**config.mk**
```make
export PLATFORM = sky130hd
export DESIGN_NAME = sisc_fetch
export DESIGN_NICKNAME = d
export VERILOG_FILES = /design/src/rtl/sisc_pkg.sv /design/src/rtl/sisc_pc_next.sv /design/src/rtl/sisc_fetch.sv
export SDC_FILE = /design/constraint.sdc
export NUM_CORES = 1
export LEC_CHECK = 0
export CAP_MARGIN = 20
export CORE_UTILIZATION = 47
export DETAILED_ROUTE_END_ITERATION = 12
export PLACE_DENSITY = 0.81
export SLEW_MARGIN = 20
export SYNTH_ARGS = -nofsm -noshare
export SYNTH_HDL_FRONTEND = slang
export SYNTH_HIERARCHICAL = 1
export SYNTH_SLANG_ARGS = --single-unit
```
**constraint.sdc**
```tcl
create_clock -name clk -period 2.8 [get_ports clk]
set_input_delay 0.84 -clock clk [delete_from_list [all_inputs] [get_ports clk]]
set_output_delay 0.84 -clock clk [all_outputs]
set_load 0.005 [all_outputs]
```
**src/rtl/sisc_pkg.sv**
```systemverilog
// Shared SISC definitions: opcode values, instruction-register field positions and the
// fetch FSM state encoding.
package sisc_pkg;

  localparam logic [3:0] NOOP   = 4'd0;
  localparam logic [3:0] LOD    = 4'd1;
  localparam logic [3:0] STR    = 4'd2;
  localparam logic [3:0] SWP    = 4'd3;
  localparam logic [3:0] BRA    = 4'd4;
  localparam logic [3:0] BRR    = 4'd5;
  localparam logic [3:0] BNE    = 4'd6;
  localparam logic [3:0] BNR    = 4'd7;
  localparam logic [3:0] ALU_OP = 4'd8;
  localparam logic [3:0] HLT    = 4'd15;

  localparam int unsigned OpcodeMsb = 31;
  localparam int unsigned OpcodeLsb = 28;
  localparam int unsigned MmMsb     = 27;
  localparam int unsigned MmLsb     = 24;
  localparam int unsigned ImmMsb    = 15;
  localparam int unsigned ImmLsb    = 0;

  typedef enum logic [1:0] {
    StIdle = 2'd0,
    StReq  = 2'd1,
    StWait = 2'd2
  } fetch_state_e;

endpackage

```
**src/rtl/sisc_pc_next.sv**
```systemverilog
// Combinational next-PC: increment, absolute branch target or PC-relative branch target.
module sisc_pc_next #(
  parameter int unsigned PC_W = 16
) (
  input  logic [PC_W-1:0] pc_i,
  input  logic [15:0]     imm_i,
  input  logic            pc_sel_i,
  input  logic            br_sel_i,
  output logic [PC_W-1:0] pc_next_o
);

  localparam int unsigned ExtW = (PC_W > 16) ? PC_W : 16;

  logic [ExtW-1:0] imm_sext;
  logic [ExtW-1:0] imm_zext;

  assign imm_sext = ExtW'($signed(imm_i));
  assign imm_zext = ExtW'(imm_i);

  // All sums are PC_W wide so wrap-around is implicit.
  always_comb begin
    pc_next_o = pc_i + PC_W'(1);
    if (pc_sel_i) begin
      if (br_sel_i) begin
        pc_next_o = pc_i + imm_sext[PC_W-1:0];
      end else begin
        pc_next_o = imm_zext[PC_W-1:0];
      end
    end
  end

endmodule

```
**src/rtl/sisc_fetch.sv**
```systemverilog
// SISC instruction-fetch responder: owns PC and IR, fetches over an im_req/im_ack handshake.
// Define SISC_FETCH_TIMEOUT_EN to abort fetches that see no im_ack within TIMEOUT cycles.
module sisc_fetch
  import sisc_pkg::*;
#(
  parameter int unsigned    PC_W     = 16,
  parameter int unsigned    IR_W     = 32,
  parameter logic [PC_W-1:0] RESET_PC = '0,
  parameter int unsigned    TIMEOUT  = 15
) (
  input  logic            clk,
  input  logic            rst_f,
  input  logic            pc_rst,
  input  logic            pc_write,
  input  logic            pc_sel,
  input  logic            br_sel,
  input  logic            ir_load,
  input  logic            im_ack,
  input  logic [IR_W-1:0] im_rdata,
  output logic            im_req,
  output logic [PC_W-1:0] im_addr,
  output logic [PC_W-1:0] pc,
  output logic [IR_W-1:0] ir,
  output logic [3:0]      opcode,
  output logic [3:0]      mm,
  output logic [15:0]     imm,
  output logic            busy,
  output logic            err
);

  fetch_state_e    state_q, state_d;
  logic [PC_W-1:0] pc_q, pc_d;
  logic [PC_W-1:0] addr_q, addr_d;
  logic [IR_W-1:0] ir_q, ir_d;
  logic            err_q, err_d;
  logic            accept;
  logic [PC_W-1:0] pc_next;

`ifdef SISC_FETCH_TIMEOUT_EN
  localparam int unsigned CntW = $clog2(TIMEOUT + 1);

  logic [CntW-1:0] cnt_q, cnt_d;
  logic            timeout_hit;

  assign timeout_hit = (cnt_q == CntW'(TIMEOUT - 1));

  always_comb begin
    cnt_d = cnt_q;
    if (accept) begin
      cnt_d = '0;
    end else if (state_q != StIdle && !im_ack) begin
      cnt_d = cnt_q + CntW'(1);
    end
  end

  always_ff @(posedge clk or negedge rst_f) begin
    if (!rst_f) begin
      cnt_q <= '0;
    end else begin
      cnt_q <= cnt_d;
    end
  end
`else
  logic unused_timeout;
  assign unused_timeout = ^TIMEOUT;
`endif

  always_comb begin
    state_d = state_q;
    addr_d  = addr_q;
    ir_d    = ir_q;
    err_d   = err_q;
    accept  = 1'b0;
    unique case (state_q)
      StIdle: begin
        if (ir_load) begin
          state_d = StReq;
          addr_d  = pc_q;
          accept  = 1'b1;
        end
        if (im_ack) begin
          err_d = 1'b1;
        end
      end
      StReq, StWait: begin
        if (ir_load) begin
          err_d = 1'b1;
        end
        if (im_ack) begin
          ir_d    = im_rdata;
          state_d = StIdle;
        end
`ifdef SISC_FETCH_TIMEOUT_EN
        else if (timeout_hit) begin
          ir_d    = '0;
          err_d   = 1'b1;
          state_d = StIdle;
        end
`endif
        else begin
          state_d = StWait;
        end
      end
      default: state_d = StIdle;
    endcase
    // PC reset aborts any fetch in flight and leaves IR untouched.
    if (pc_rst) begin
      state_d = StIdle;
      addr_d  = addr_q;
      ir_d    = ir_q;
      accept  = 1'b0;
    end
  end

  sisc_pc_next #(
    .PC_W(PC_W)
  ) u_pc_next (
    .pc_i     (pc_q),
    .imm_i    (ir_q[ImmMsb:ImmLsb]),
    .pc_sel_i (pc_sel),
    .br_sel_i (br_sel),
    .pc_next_o(pc_next)
  );

  always_comb begin
    pc_d = pc_q;
    if (pc_rst) begin
      pc_d = RESET_PC;
    end else if (pc_write) begin
      pc_d = pc_next;
    end
  end

  always_ff @(posedge clk or negedge rst_f) begin
    if (!rst_f) begin
      state_q <= StIdle;
      pc_q    <= RESET_PC;
      addr_q  <= RESET_PC;
      ir_q    <= '0;
      err_q   <= 1'b0;
    end else begin
      state_q <= state_d;
      pc_q    <= pc_d;
      addr_q  <= addr_d;
      ir_q    <= ir_d;
      err_q   <= err_d;
    end
  end

  assign im_req  = (state_q != StIdle);
  assign busy    = (state_q != StIdle) | accept;
  assign im_addr = addr_q;
  assign pc      = pc_q;
  assign ir      = ir_q;
  assign opcode  = ir_q[OpcodeMsb:OpcodeLsb];
  assign mm      = ir_q[MmMsb:MmLsb];
  assign imm     = ir_q[ImmMsb:ImmLsb];
  assign err     = err_q;

endmodule
```
* After elaboration in Yosys (flattened, before gate mapping)
Index checks and enable logic that the tools add are counted.
Storage, ports and cells: register bits after elaboration 67, output and inout bits 91
Cells by class: $add $sub $neg 2, eq/ne operators 5, mux-type cells 14, bitwise gates (word level) 2, reduce and logical (&&, ||, !) cells 8
Operators by type and width (number):
- 16-bit 2-to-1 mux | 4
- 16-bit by 1-bit adder with 16-bit output (second input constant) | 1
- 16-bit adder | 1
- 3-bit AND reduction | 3
- 2-bit 2-to-1 mux | 3
- 2-bit nonzero test | 3
- 1-bit 2-to-1 mux | 5
- 2-bit != test (second input constant) | 2
- 2-bit case mux with 2 select lines | 1
- 3-bit != test (second input constant) | 1
- 2-bit by 1-bit == test with 1-bit output (second input constant) | 1
- 2-bit == test (second input constant) | 1
- 2-bit zero test | 1
- 1-bit case mux with 2 select lines | 1
- 2-bit OR reduction | 1
- 1-bit inverter | 1
- 1-bit bitwise OR | 1

* Depth between registers and ports, before layout
word-level depth 5, gate-level depth with buffers 10, depth with buffers taken out 10

* Hierarchy
The synthesis kept the hierarchy.
By module, submodules not included:
- sisc_fetch | times used 1, cells each 197, area an instance 2899.0 um2, seq. area each 1676.6 um2
- sisc_pc_next | times used 1, cells each 176, area an instance 1208.7 um2, seq. area each 0.0 um2

* Worst setup path before layout
No wires, ideal clock.
path type register to register, start reg pc_q[0], in the netlist pc[0], end reg pc_q[14], in the netlist pc[14], library setup time 0.132 ns, arrival 2.152 ns, data required time 2.668 ns, setup slack 0.516 ns, stages on the path, launching flop included 11, path buffers 0, clock period less this slack 2.284 ns, cells stage by stage dfrtp_1 ha_1 fa_1 a21oi_1 o211ai_2 a21oi_1 o31ai_1 xnor2_1 a21oi_1 mux2i_1 nor2_1
On the way: cells in the longest elaborated chain, start to end 5, elaborated cells on any way between the ends 6, classes of those cells add/sub (2); mux (4)
Ends and longest elaborated chain:
- start: declaration | RTL line sisc_fetch.sv:32 | logic [PC_W-1:0] pc_q, pc_d;
- start signal: assignment | RTL line sisc_fetch.sv:143 | pc_q <= pc_d;
- 16-bit adder | RTL line sisc_pc_next.sv:25 | pc_next_o = pc_i + imm_sext[PC_W-1:0];
- 16-bit 2-to-1 mux | RTL line sisc_pc_next.sv:24 | if (br_sel_i) begin
- 16-bit 2-to-1 mux (*) | RTL line sisc_pc_next.sv:23 | if (pc_sel_i) begin
- via pc_next[14] | RTL line sisc_fetch.sv:37 | logic [PC_W-1:0] pc_next;
- 16-bit 2-to-1 mux (*) | RTL line sisc_fetch.sv:129 | end else if (pc_write) begin
- 16-bit 2-to-1 mux (*) | RTL line sisc_fetch.sv:127 | if (pc_rst) begin
Mark *: on every way through the listed nets, which the timed path passes. The rest lies on a longest branch. The select of a mux whose other input is x is not followed. A chain may end at the register's enable or synchronous reset.

* Worst setup path in the final report
start in ir_load, end out busy
On the way: cells in the longest elaborated chain, start to end 4
Ends and longest elaborated chain:
- start: declaration | RTL line sisc_fetch.sv:17 | input logic ir_load,
- 1-bit 2-to-1 mux | RTL line sisc_fetch.sv:76 | if (ir_load) begin
- 1-bit 2-to-1 mux | RTL line sisc_fetch.sv:74 | unique case (state_q)
- 1-bit 2-to-1 mux | RTL line sisc_fetch.sv:107 | if (pc_rst) begin
- 1-bit bitwise OR | RTL line sisc_fetch.sv:151 | assign busy = (state_q != StIdle) | accept;
- end: declaration | RTL line sisc_fetch.sv:27 | output logic busy,
No other way between the ends.

==> impl_metrics.json <==
{
  "max_cap_viol_count": 0,
  "synth_edf_count": 0,
  "top_layer_used": "met4",
  "crit_family": "buffers and inverters",
  "cp-start-kind": "input pin",
  "dieArea_um2": 9120,
  "place_ws_ns": -0.0682,
  "ant_nets": 0,
  "yosysWarnings": 6,
  "grt_pass1_vias": 3267,
  "drv_slew": 0,
  "syn-cell-area_um2": 4110,
  "n_antenna_cell": 0,
  "slew_headroom": 0.664,
  "min_path_type": "input pin to async pin",
  "wl_met2_mm": 4.65,
  "layout_setup_ws_ns": 0.209,
  "gp_congestion": 0.859,
  "synth_most_common_cell": "dfrtp_1",
  "antenna_found_initial": 0,
  "start_util": 0.492,
  "path_buf_inv": 3,
  "finalHoldViolations": 0,
  "max_freq_mhz": 386,
  "nets": 551,
  "drc_errors": 0,
  "pin_count": 131,
  "netlist_top_cells_count": "67 x dfrtp_1, 36 x mux2_2, 33 x nor2_1",
  "wl_mm": 9.53,
  "syn_nets": 433,
  "first_iter_violations": 123,
  "yosys-top-cells-area": "dfrtp_1 41%, mux2_2 9.9%, mux2i_1 6.3%, ha_1 5.8%, buf_4 4.6%",
  "vias": 3214,
  "clkSinkCount": 67,
  "crit_required_ns": 1.96,
  "status": "completed",
  "rows": 33,
  "first_pass_iters": 4,
  "rr_endpoint": "pc[14]",
  "r2r_slack_ns": 0.23,
  "max-vdd-ir-drop_uv": 393,
  "syn_to_final_growth_pct": 35.1,
  "dr_wl_met3_um": 684,
  "rsz0062_at_grt": "no",
  "die_w_um": 95.5,
  "core_um2": 8340,
  "synth.avg_cell_area_um2": 11.0,
  "async_flop_share": 1.00,
  "crit_arrival_ns": 1.75,
  "fin_util": 0.665,
  "drt-met1-wl_mm": 4.09,
  "fp.dieH_um": 95.5,
  "setup_viol": 0,
  "synthFlopType": "dfrtp_1",
  "crit_end": "busy",
  "wl_per_cell_um": 15.9,
  "p_total_mw": 4.06,
  "grt_pass1_wl_mm": 15.4,
  "rr_startpoint": "ir[0]",
  "cp.depth": 4,
  "cts_max_level": 3,
  "ys_ff_latch": 67,
  "cts_buffers": 9,
  "finalCriticalPeriod_ns": 2.59,
  "clockBufferDepth": 2,
  "leakage_nw": 2.50,
  "grt_max_degree": 40,
  "r2r_cells": 10,
  "netlist.area_leader.share": 0.408,
  "dp_hpwl_mm": 6.95,
  "cp_slowest_cell": "clkdlybuf4s50_1",
  "insertion_delay_ns": 0.34,
  "cp-startpoint": "ir_load",
  "syn_inst": 373,
  "cts_tree": "yes",
  "fillers": 629,
  "grt.overflow.total": 0,
  "drt-vias-per-instance": 5.35,
  "criticalPathCategory": "input pin to output pin",
  "clk_pin_slew_ns": 0.08,
  "worst_slew_pin_slew_ns": 0.504,
  "cpPeakStageDelay_ns": 0.48,
  "grt.total_usage": 0.222,
  "synth_area_leader_cell": "dfrtp_1",
  "io_buffer_count": 130,
  "end_kind": "output pin",
  "postCtsSetupBuffers": 0,
  "finClkSkew_ns": 0.00859,
  "fin_crit_sh": 0.925,
  "ys_seq_area_frac": 0.408,
  "drive_gt1_frac": 0.177,
  "crit_chain": "clkdlybuf4s50_1, inv_1, o21ai_0, dlygate4sd2_1",
  "cts_root_buf": "clkbuf_8",
  "critPathMaxFanout": 2,
  "p_per_area_nw_per_um2": 731,
  "ys_types": 47
}
[stage by stage]
stage	hold WS, ns	cells	setup TNS (ns)	cell area, um^2
floorplan	0.468	373	0	4110
global placement	0.479	585	-0.0568	5380
detailed placement	0.468	585	-0.0682	5380
CTS	0.350	601	0	5550
global route	0.355	601	0	5550
finish	0.355	601	0	5550
[metal layers]
metal	up-vias	track usage
li1	1532	-
met1	1552	0.284
met2	117	0.368
met3	13	0.0646
met4	0	0.0585
met5	-	0
[flip-flops by register name, summed over array words and instances (netlist names)]
name	count
im_addr	16
state_q	2
ir	32
pc	16
err	1
[cells by family after synthesis]
kind of cell             Yosys count  share of synthesized area
AND/OR/NAND/NOR                   81                      0.101
multiplexers                      74                      0.206
flip-flops                        67                      0.408
AO/OA/AOI/OAI                     60                     0.0920
buffers and inverters             44                     0.0728
XOR/XNOR                          27                     0.0576
adder cells (fa/ha/maj)           20                     0.0627
[timing repair]
item	4_1_cts	5_1_grt
hold buffers	0	0
endpoints found under the setup margin	1	0
gates resized for setup	1	0
[worst min-delay path by stage]
stage / startpoint / to / slack [ns]
6_report: rst_f / ir[1] / 0.35
5_1_grt: rst_f / im_addr[3] / 0.36
4_1_cts: rst_f / ir[1] / 0.35
3_5_place_dp: err / err / 0.47
3_3_place_gp: err / err / 0.48
2_1_floorplan: err / err / 0.47
[cell usage in the layout (no fill, tap or decap), types with 2 or more instances in the layout]
master and instances:
ha_1 19, o21ai_0 7, xnor2_1 21, o22ai_1 6, inv_1 7, a21boi_0 2
nand2_1 18, dfrtp_1 67, buf_4 13, o21ai_1 2, clkbuf_8 9, nor2_1 33
o211ai_2 2, nor3_1 3, nand3b_1 2, o31ai_2 2, mux2i_1 26, a211oi_1 2
nand4_1 6, o21bai_1 2, xor2_1 6, nor2b_1 2, clkinv_4 2, nand3b_4 2
and3_1 2, clkinv_2 4, mux2_2 36, clkdlybuf4s50_1 128, nand3_1 6, a21oi_1 28
mux2_4 12
[cell type report]
cell class / instances / area [um^2] / share of cell area
multi-input cells: 262 / 2130 / 0.384
well taps: 105 / 131 / 0.0237
inverters: 7 / 26.3 / 0.00474
flip-flops and latches: 67 / 1680 / 0.302
repair buffers: 144 / 1410 / 0.255
clock buffers: 9 / 124 / 0.0223
clock inverters: 7 / 45.0 / 0.00812
[power breakdown]
group	switching [mW]	internal, mW
logic	0.699	1.18
clock network	0.384	0.317
registers	0.262	1.21
total	1.34	2.71
Note: power is estimated with default switching activity, not from simulation.
